<file path="config.mk">
export PLATFORM = sky130hd
export DESIGN_NAME = spi_slave_loader
export DESIGN_NICKNAME = d
export VERILOG_FILES = /design/src/rtl/spi_slave_loader.sv
export SDC_FILE = /design/constraint.sdc
export NUM_CORES = 1
export LEC_CHECK = 0
export BUFFER_PORTS_ARGS = -buffer_cell sky130_fd_sc_hd__buf_2
export CAP_MARGIN = 20
export CORE_ASPECT_RATIO = 1.25
export CORE_UTILIZATION = 45
export DETAILED_ROUTE_END_ITERATION = 8
export SETUP_SLACK_MARGIN = 0.05
export SLEW_MARGIN = 20
export SYNTH_ARGS = -nofsm -noshare
export SYNTH_HDL_FRONTEND = slang
export SYNTH_SLANG_ARGS = --single-unit
export TNS_END_PERCENT = 10
</file>
<file path="constraint.sdc">
create_clock -name clk -period 2.8 [get_ports clk]
set_input_delay 0.84 -clock clk [delete_from_list [all_inputs] [get_ports clk]]
set_output_delay 0.84 -clock clk [all_outputs]
set_load 0.05 [all_outputs]
</file>
<file path="src/rtl/spi_slave_loader.sv">
// SPI master that turns 32-bit word writes into SPI write-memory frames (cmd, addr, data).
// Define SPI_LOADER_BURST_EN to chain sequential-address words into one chip-select frame.
`timescale 1ns/1ps
module spi_slave_loader #(
    parameter int unsigned CLK_DIV   = 4,
    parameter logic [7:0]  CMD_WRITE = 8'h02,
    parameter int unsigned CS_GAP    = 4
) (
    input  logic        clk,
    input  logic        rst_n,
    input  logic        req_valid_i,
    output logic        req_ready_o,
    input  logic [31:0] req_addr_i,
    input  logic [31:0] req_data_i,
    output logic        busy_o,
    output logic        done_o,
    output logic        spi_sck_o,
    output logic        spi_csn_o,
    output logic        spi_sdo_o
);

    typedef enum logic [1:0] {S_IDLE, S_SETUP, S_SHIFT, S_GAP} state_t;

    localparam logic [7:0] DIV_LAST = 8'(CLK_DIV - 1);
    // The IDLE accept cycle is the last high cycle of chip select, so GAP is one shorter.
    localparam logic [7:0] GAP_LAST = (CS_GAP > 1) ? 8'(CS_GAP - 2) : 8'd0;
    localparam logic [6:0] LAST_BIT = 7'd71;

    state_t      state_q, state_d;
    logic [71:0] sr_q, sr_d;
    logic [7:0]  div_q, div_d;
    logic [6:0]  bit_q, bit_d;
    logic [7:0]  gap_q, gap_d;
    logic        sck_q, sck_d;
    logic        csn_q, csn_d;
    logic        sdo_q, sdo_d;
    logic        busy_q, busy_d;
    logic        done_q, done_d;

    logic        frame_end;
    logic        burst_take;

    assign frame_end = (state_q == S_SHIFT) && !sck_q && (div_q == DIV_LAST) && (bit_q == LAST_BIT);

`ifdef SPI_LOADER_BURST_EN
    logic [31:0] last_addr_q, last_addr_d;
    logic        addr_seq;

    assign addr_seq   = (req_addr_i == last_addr_q + 32'd4);
    // Ready is only offered in the chaining window for a sequential address, so a
    // handshake there always means the word joins the current frame.
    assign burst_take  = frame_end && req_valid_i && addr_seq;
    assign req_ready_o = (state_q == S_IDLE) || (frame_end && addr_seq);
`else
    assign burst_take  = 1'b0;
    assign req_ready_o = (state_q == S_IDLE);
`endif

    always_comb begin
        state_d = state_q;
        sr_d    = sr_q;
        div_d   = div_q;
        bit_d   = bit_q;
        gap_d   = gap_q;
        sck_d   = sck_q;
        csn_d   = csn_q;
        sdo_d   = sdo_q;
        busy_d  = busy_q;
        done_d  = 1'b0;
`ifdef SPI_LOADER_BURST_EN
        last_addr_d = last_addr_q;
`endif
        case (state_q)
            S_IDLE: begin
                if (req_valid_i) begin
                    state_d = S_SETUP;
                    sr_d    = {CMD_WRITE, req_addr_i, req_data_i};
                    sdo_d   = CMD_WRITE[7];
                    csn_d   = 1'b0;
                    busy_d  = 1'b1;
                    div_d   = 8'd0;
                    bit_d   = 7'd0;
`ifdef SPI_LOADER_BURST_EN
                    last_addr_d = req_addr_i;
`endif
                end
            end
            S_SETUP: begin
                if (div_q == DIV_LAST) begin
                    state_d = S_SHIFT;
                    sck_d   = 1'b1;
                    div_d   = 8'd0;
                end else begin
                    div_d = div_q + 8'd1;
                end
            end
            S_SHIFT: begin
                if (div_q != DIV_LAST) begin
                    div_d = div_q + 8'd1;
                end else if (sck_q) begin
                    // Falling edge: present the next bit for the following rising edge.
                    div_d = 8'd0;
                    sck_d = 1'b0;
                    sr_d  = {sr_q[70:0], 1'b0};
                    sdo_d = sr_q[70];
                end else if (!frame_end) begin
                    div_d = 8'd0;
                    sck_d = 1'b1;
                    bit_d = bit_q + 7'd1;
                end else if (burst_take) begin
                    // Re-run a setup phase so the new word's MSB settles before the next rise.
                    state_d = S_SETUP;
                    div_d   = 8'd0;
                    sr_d    = {req_data_i, 40'd0};
                    sdo_d   = req_data_i[31];
                    bit_d   = 7'd40;
`ifdef SPI_LOADER_BURST_EN
                    last_addr_d = req_addr_i;
`endif
                end else begin
                    div_d  = 8'd0;
                    csn_d  = 1'b1;
                    sdo_d  = 1'b0;
                    done_d = 1'b1;
                    sr_d   = 72'd0;
                    bit_d  = 7'd0;
                    gap_d  = 8'd0;
                    if (CS_GAP > 1) begin
                        state_d = S_GAP;
                    end else begin
                        state_d = S_IDLE;
                        busy_d  = 1'b0;
                    end
                end
            end
            S_GAP: begin
                if (gap_q == GAP_LAST) begin
                    state_d = S_IDLE;
                    busy_d  = 1'b0;
                    gap_d   = 8'd0;
                end else begin
                    gap_d = gap_q + 8'd1;
                end
            end
            default: begin
                state_d = S_IDLE;
            end
        endcase
    end

    always_ff @(posedge clk or negedge rst_n) begin
        if (!rst_n) begin
            state_q <= S_IDLE;
            sr_q    <= 72'd0;
            div_q   <= 8'd0;
            bit_q   <= 7'd0;
            gap_q   <= 8'd0;
            sck_q   <= 1'b0;
            csn_q   <= 1'b1;
            sdo_q   <= 1'b0;
            busy_q  <= 1'b0;
            done_q  <= 1'b0;
`ifdef SPI_LOADER_BURST_EN
            last_addr_q <= 32'd0;
`endif
        end else begin
            state_q <= state_d;
            sr_q    <= sr_d;
            div_q   <= div_d;
            bit_q   <= bit_d;
            gap_q   <= gap_d;
            sck_q   <= sck_d;
            csn_q   <= csn_d;
            sdo_q   <= sdo_d;
            busy_q  <= busy_d;
            done_q  <= done_d;
`ifdef SPI_LOADER_BURST_EN
            last_addr_q <= last_addr_d;
`endif
        end
    end

    assign busy_o    = busy_q;
    assign done_o    = done_q;
    assign spi_sck_o = sck_q;
    assign spi_csn_o = csn_q;
    assign spi_sdo_o = sdo_q;

endmodule

</file>
# Yosys cells after proc, flatten, opt, wreduce, memory -nomap -nowiden
# Cells that the tools add are included.
[op_classes]
n_eq_ne = 14
n_mux = 47
reduce_logical = 18
add_sub_neg = 3
[op_table]
columns = ["operator", "count"]
rows = [
  ["two-way mux 71 bit", 4],
  ["one-hot mux 71 bit (2 select lines)", 1],
  ["two-way mux 8 bit", 7],
  ["two-way mux 7 bit", 4],
  ["one-hot mux 8 bit (3 select lines)", 1],
  ["two-way mux 1 bit", 17],
  ["adder 8 x 1 -> 8 bit (second input constant)", 2],
  ["== test 8 x 2 -> 1 bit (second input constant)", 2],
  ["one-hot mux 8 bit (2 select lines)", 1],
  ["one-hot mux 7 bit (2 select lines)", 1],
  ["two-way mux 2 bit", 6],
  ["!= test 2 bit (second input constant)", 6],
  ["AND reduction 4 bit", 3],
  ["!= test 8 x 2 -> 1 bit (second input constant)", 1],
  ["one-hot mux 1 bit (2 select lines)", 4],
  ["one-hot mux 2 bit (4 select lines)", 1],
  ["nonzero test 2 bit", 4],
  ["adder 7 x 1 -> 7 bit (second input constant)", 1],
  ["== test 7 bit (second input constant)", 1],
  ["AND reduction 3 bit", 2],
  ["AND reduction 6 bit", 1],
  ["AND reduction 5 bit", 1],
  ["== test 2 bit (second input constant)", 2],
  ["logical AND 1 bit", 3],
  ["6 further kinds", 6],
]
[word_totals]
in_bits = 67
out_inout_bits = 6
register_bits = 101
elab_cells = 92

# Logic depth before layout (Yosys ltp)
[depth]
word_depth = 8
depth_mapped = 9
depth_no_buf = 7

# Least setup slack after synthesis
# OpenSTA, ideal clock, no wires.
[synth_timing]
path_type = "register to register"
start = "register state_q[0]"
end = "register sr_q[10]"
t_arrival_ns = 2.156
path_slack_ns = 0.571
path_buffers = 2
setup_ns = 0.073
period_less_slack_ns = 2.229
required_time_ns = 2.727
path_stages_with_launch = 9
path_cell_list = "dfrtp_1 -> inv_1 -> ha_1 -> nand2_1 -> o21ai_0 -> clkbuf_1 -> clkbuf_1 -> a21oi_1 -> a21oi_2"
[synth_between]
elab_cells_between_ends = 11
cone_classes = "eq/ne: 4; mux: 1; reduce/logical: 6"
[synth_rtl]
columns = ["element", "line_no", "text"]
rows = [
  ["from (decl)", "29", "state_t state_q, state_d;"],
  ["from (signal assigned)", "167", "state_q <= state_d;"],
  ["logical NOT 2 bit *", "-", ""],
  ["net req_ready_o", "12", "output logic req_ready_o,"],
  ["!= test 2 bit (no line) / nonzero test 2 bit (equally long branches)", "-", ""],
  ["AND reduction 4 bit (no line)", "-", ""],
  ["to (signal assigned)", "168", "sr_q <= sr_d;"],
  ["to (decl)", "30", "logic [71:0] sr_q, sr_d;"],
]
# The timed path passes the listed nets; every way through them passes the cells marked *.
# A chain may end at the register's enable or synchronous reset.

# Worst setup path in the final report
[layout_timing]
start = "register state_q[0]"
end = "output port req_ready_o"
[layout_between]
elab_chain_len = 1
[layout_rtl]
columns = ["element", "line_no", "text"]
rows = [
  ["logical NOT 2 bit", "56", "assign req_ready_o = (state_q == S_IDLE);"],
  ["to (decl)", "12", ""],
]
# Every way passes these cells.

==> flow_metrics.tcl <==
set metrics [dict create \
    seqCellArea_um2 2530 \
    antenna_found_initial 0 \
    n_antenna_cell 0 \
    endpoint "req_ready_o" \
    drv_cap 0 \
    worstReg2RegEnd "sr_q[68]$_DFFE_PN0P_" \
    synth_seq_cells 101 \
    wire_per_inst_um 16.6 \
    coreArea_um2 11700 \
    yosysTopAreaCellShare_pct 46.3 \
    slew_viol_final 0 \
    fin_nets 646 \
    p_total_uw 6880 \
    critPathSlowestCell "dfrtp_1" \
    setup_tns_ns 0 \
    ant_nets 0 \
    root_buffer "clkbuf_16" \
    cts_resized 0 \
    ios 73 \
    synth-seq-area-share_pct 46.7 \
    drt-initial-drc-count 305 \
    hpwl_um 7760 \
    critical_path_class "reg -> out" \
    nFillCells 1114 \
    vias 4254 \
    path_depth 3 \
    drt_wl_total_um 12200 \
    grt_start_max_net_pins 66 \
    gp_congestion 0.799 \
    p_leak_uw 0.00254 \
    grt_overflow 0 \
    ctsHtreeMaxLevel 3 \
    post-route-period-util_pct 88.5 \
    setup_violations 0 \
    numPortBuffers 72 \
    r2r-start "div_q[3]$_DFFE_PN0P_" \
    cp.required_ns 1.96 \
    fin_skew_ns 0.00912 \
    areaGrowthSynthToFinish_pct 13.4 \
    synth_top_flop_cell "dfrtp_1" \
    multi_input_area_um2 2550 \
    die_w_um 100 \
    yosysUniqueCellTypes 53 \
    rsz0062_at_grt "no" \
    synth-edff-count 0 \
    outcome "finished, final reports clean" \
    place_area_um2 5830 \
    drt-pass1-iter-count 4 \
    yosysTopAreaCell "dfrtp_1" \
    syn_avg_cell_area_um2 10.6 \
    ir_worst_vdd_v 0.000647 \
    finalInstanceArea_um2 6140 \
    rows 44 \
    hold_violations 0 \
    synth_common_cells "dfrtp_1 (100), a21oi_2 (80), a22oi_1 (62)" \
    fmax_mhz 403 \
    cp_top_family "buffers and inverters" \
    yosysMostFrequentCell "dfrtp_1" \
    die_y_um 125 \
    cp_num_buf_inv 2 \
    post_cts_buffers 0 \
    die_area_um2 12500 \
    crit_chain "inv_1 -> ha_1 -> buf_2" \
    power_density_nw_per_um2 1120 \
    path_max_fanout 9 \
    cts_buffers 9 \
    rr_worst_depth 6 \
    min_period_ns 2.48 \
    critPathMaxStageDelay_ns 0.44 \
    routed_via_density 5.79 \
    cts_tree "yes" \
    yosysWarningCount 0 \
    synthArstFlopShare_pct 100 \
    grt_pass1_vias 4339 \
    gr-usage-all-layers_pct 21.0 \
    ys_top_cells_by_area "dfrtp_1 (46%), a21oi_2 (13%), a22oi_1 (8.6%)" \
    cts.path.max_buffers 2 \
    drc 0 \
    clkLatencyLatePin_ns 0.35 \
    hp-class "in -> async" \
    rrSetupSlack_ns 0.37 \
    start_util_pct 46.4 \
    drive_above_1_share_pct 34.8 \
    syn_nets 589 \
    grt_pass1_wl_um 20900 \
    synthCells 512 \
    critPathLaunchType "register" \
    arrival_ns 1.64 \
    end_kind "output port" \
    cp-startpoint "state_q[0]$_DFFE_PN0P_" \
    cts_sinks 101 \
    tightestPinTransition_ns 0.707 \
    synth_area_um2 5410 \
    hold_buffers 0 \
    path_clk_slew_ns 0.07 \
    max-slew-margin-rel_pct 52.3 \
]
-- power breakdown --
| part | internal (uW) | switching, uW |
|---|---|---|
| logic | 1180 | 2020 |
| clock network | 722 | 555 |
| registers | 2020 | 379 |
-- kinds of logic (layout without fill, tap and decap cells) --
kind of cell | count (synthesis) | after routing | share of synthesized area (%)
DFF | 101 | 101 | 46.7
xor gates and xnor gates | 4 | 4 | 0.648
buffers and inverters | 46 | 108 | 6.50
adders and majority gates | 10 | 10 | 2.31
muxes | 2 | 2 | 0.393
AOI/OAI and AO/OA | 241 | 241 | 32.3
and+or+nand+nor | 108 | 108 | 11.1
-- worst min-delay path by stage --
stage	startpoint	end	slack (ns)	depth (start not counted)
final	rst_n	sr_q[54]$_DFFE_PN0P_	0.36	1
after global routing	rst_n	sr_q[55]$_DFFE_PN0P_	0.36	1
after CTS	rst_n	sr_q[55]$_DFFE_PN0P_	0.36	1
after detailed placement	sr_q[66]$_DFFE_PN0P_	sr_q[67]$_DFFE_PN0P_	0.48	1
after global placement	sr_q[69]$_DFFE_PN0P_	sr_q[70]$_DFFE_PN0P_	0.48	1
after floorplan	sr_q[70]$_DFFE_PN0P_	spi_sdo_o$_DFFE_PN0P_	0.47	1
-- area by class of cell --
| cell class | instances | share of cell area (%) |
|---|---|---|
| Multi-Input combinational cell | 365 | 41.5 |
| Clock buffer | 10 | 3.89 |
| Inverter | 7 | 0.428 |
| Timing Repair Buffer | 85 | 8.52 |
| Tap cell | 161 | 3.28 |
| Sequential cell | 101 | 41.2 |
| Clock inverter | 6 | 1.14 |
-- layer usage --
layer  vias to the layer above  GRT usage [%]  part of all wire [%]  wire [um]
met5                         -              0                     0          0
met4                         0           9.21                   2.0        249
li1                       2036              -                     -          -
met1                      2121           27.5                    47       5690
met3                        17           2.97                   2.9        352
met2                        80           34.4                    48       5910
-- registers in the layout, summed over array words and instances, names as in the netlist --
name       flops
gap_q          8
state_q        2
done_o         1
div_q          8
bit_q          7
spi_csn_o      1
spi_sdo_o      1
sr_q          71
spi_sck_o      1
busy_o         1
-- cell usage in the layout, fill, tap and decap left out, drive strengths merged, types with 4 or more instances in the layout --
cell      n
o31ai     4
ha       10
nor2     15
nand3    23
a21oi   136
buf      85
a22o      8
and3      8
o21ai    19
clkbuf   10
nand2    29
nor2b     6
a31oi     4
or4       7
dfrtp   100
inv       8
a22oi    62
-- metrics by stage --
stage                     utilization, %  instances  setup WS, ns  hold WS (ns)
final                               52.6        735         0.321         0.363
after global routing                52.6        735         0.220         0.359
after CTS                           52.6        735         0.325         0.357
after detailed placement            49.9        719         0.405         0.484
after global placement              49.9        719         0.448         0.480
after floorplan                        -        512         0.571         0.466
-- worst register-to-register path, cell delays in order (launching register included) --
cell and delay (ns):
dfrtp_1 0.43, or4_4 0.60, nor3_4 0.25, a21o_4 0.19, buf_12 0.28, nand2_1 0.29
a22o_1 0.29
Note: power is estimated with default switching activity, not from simulation.
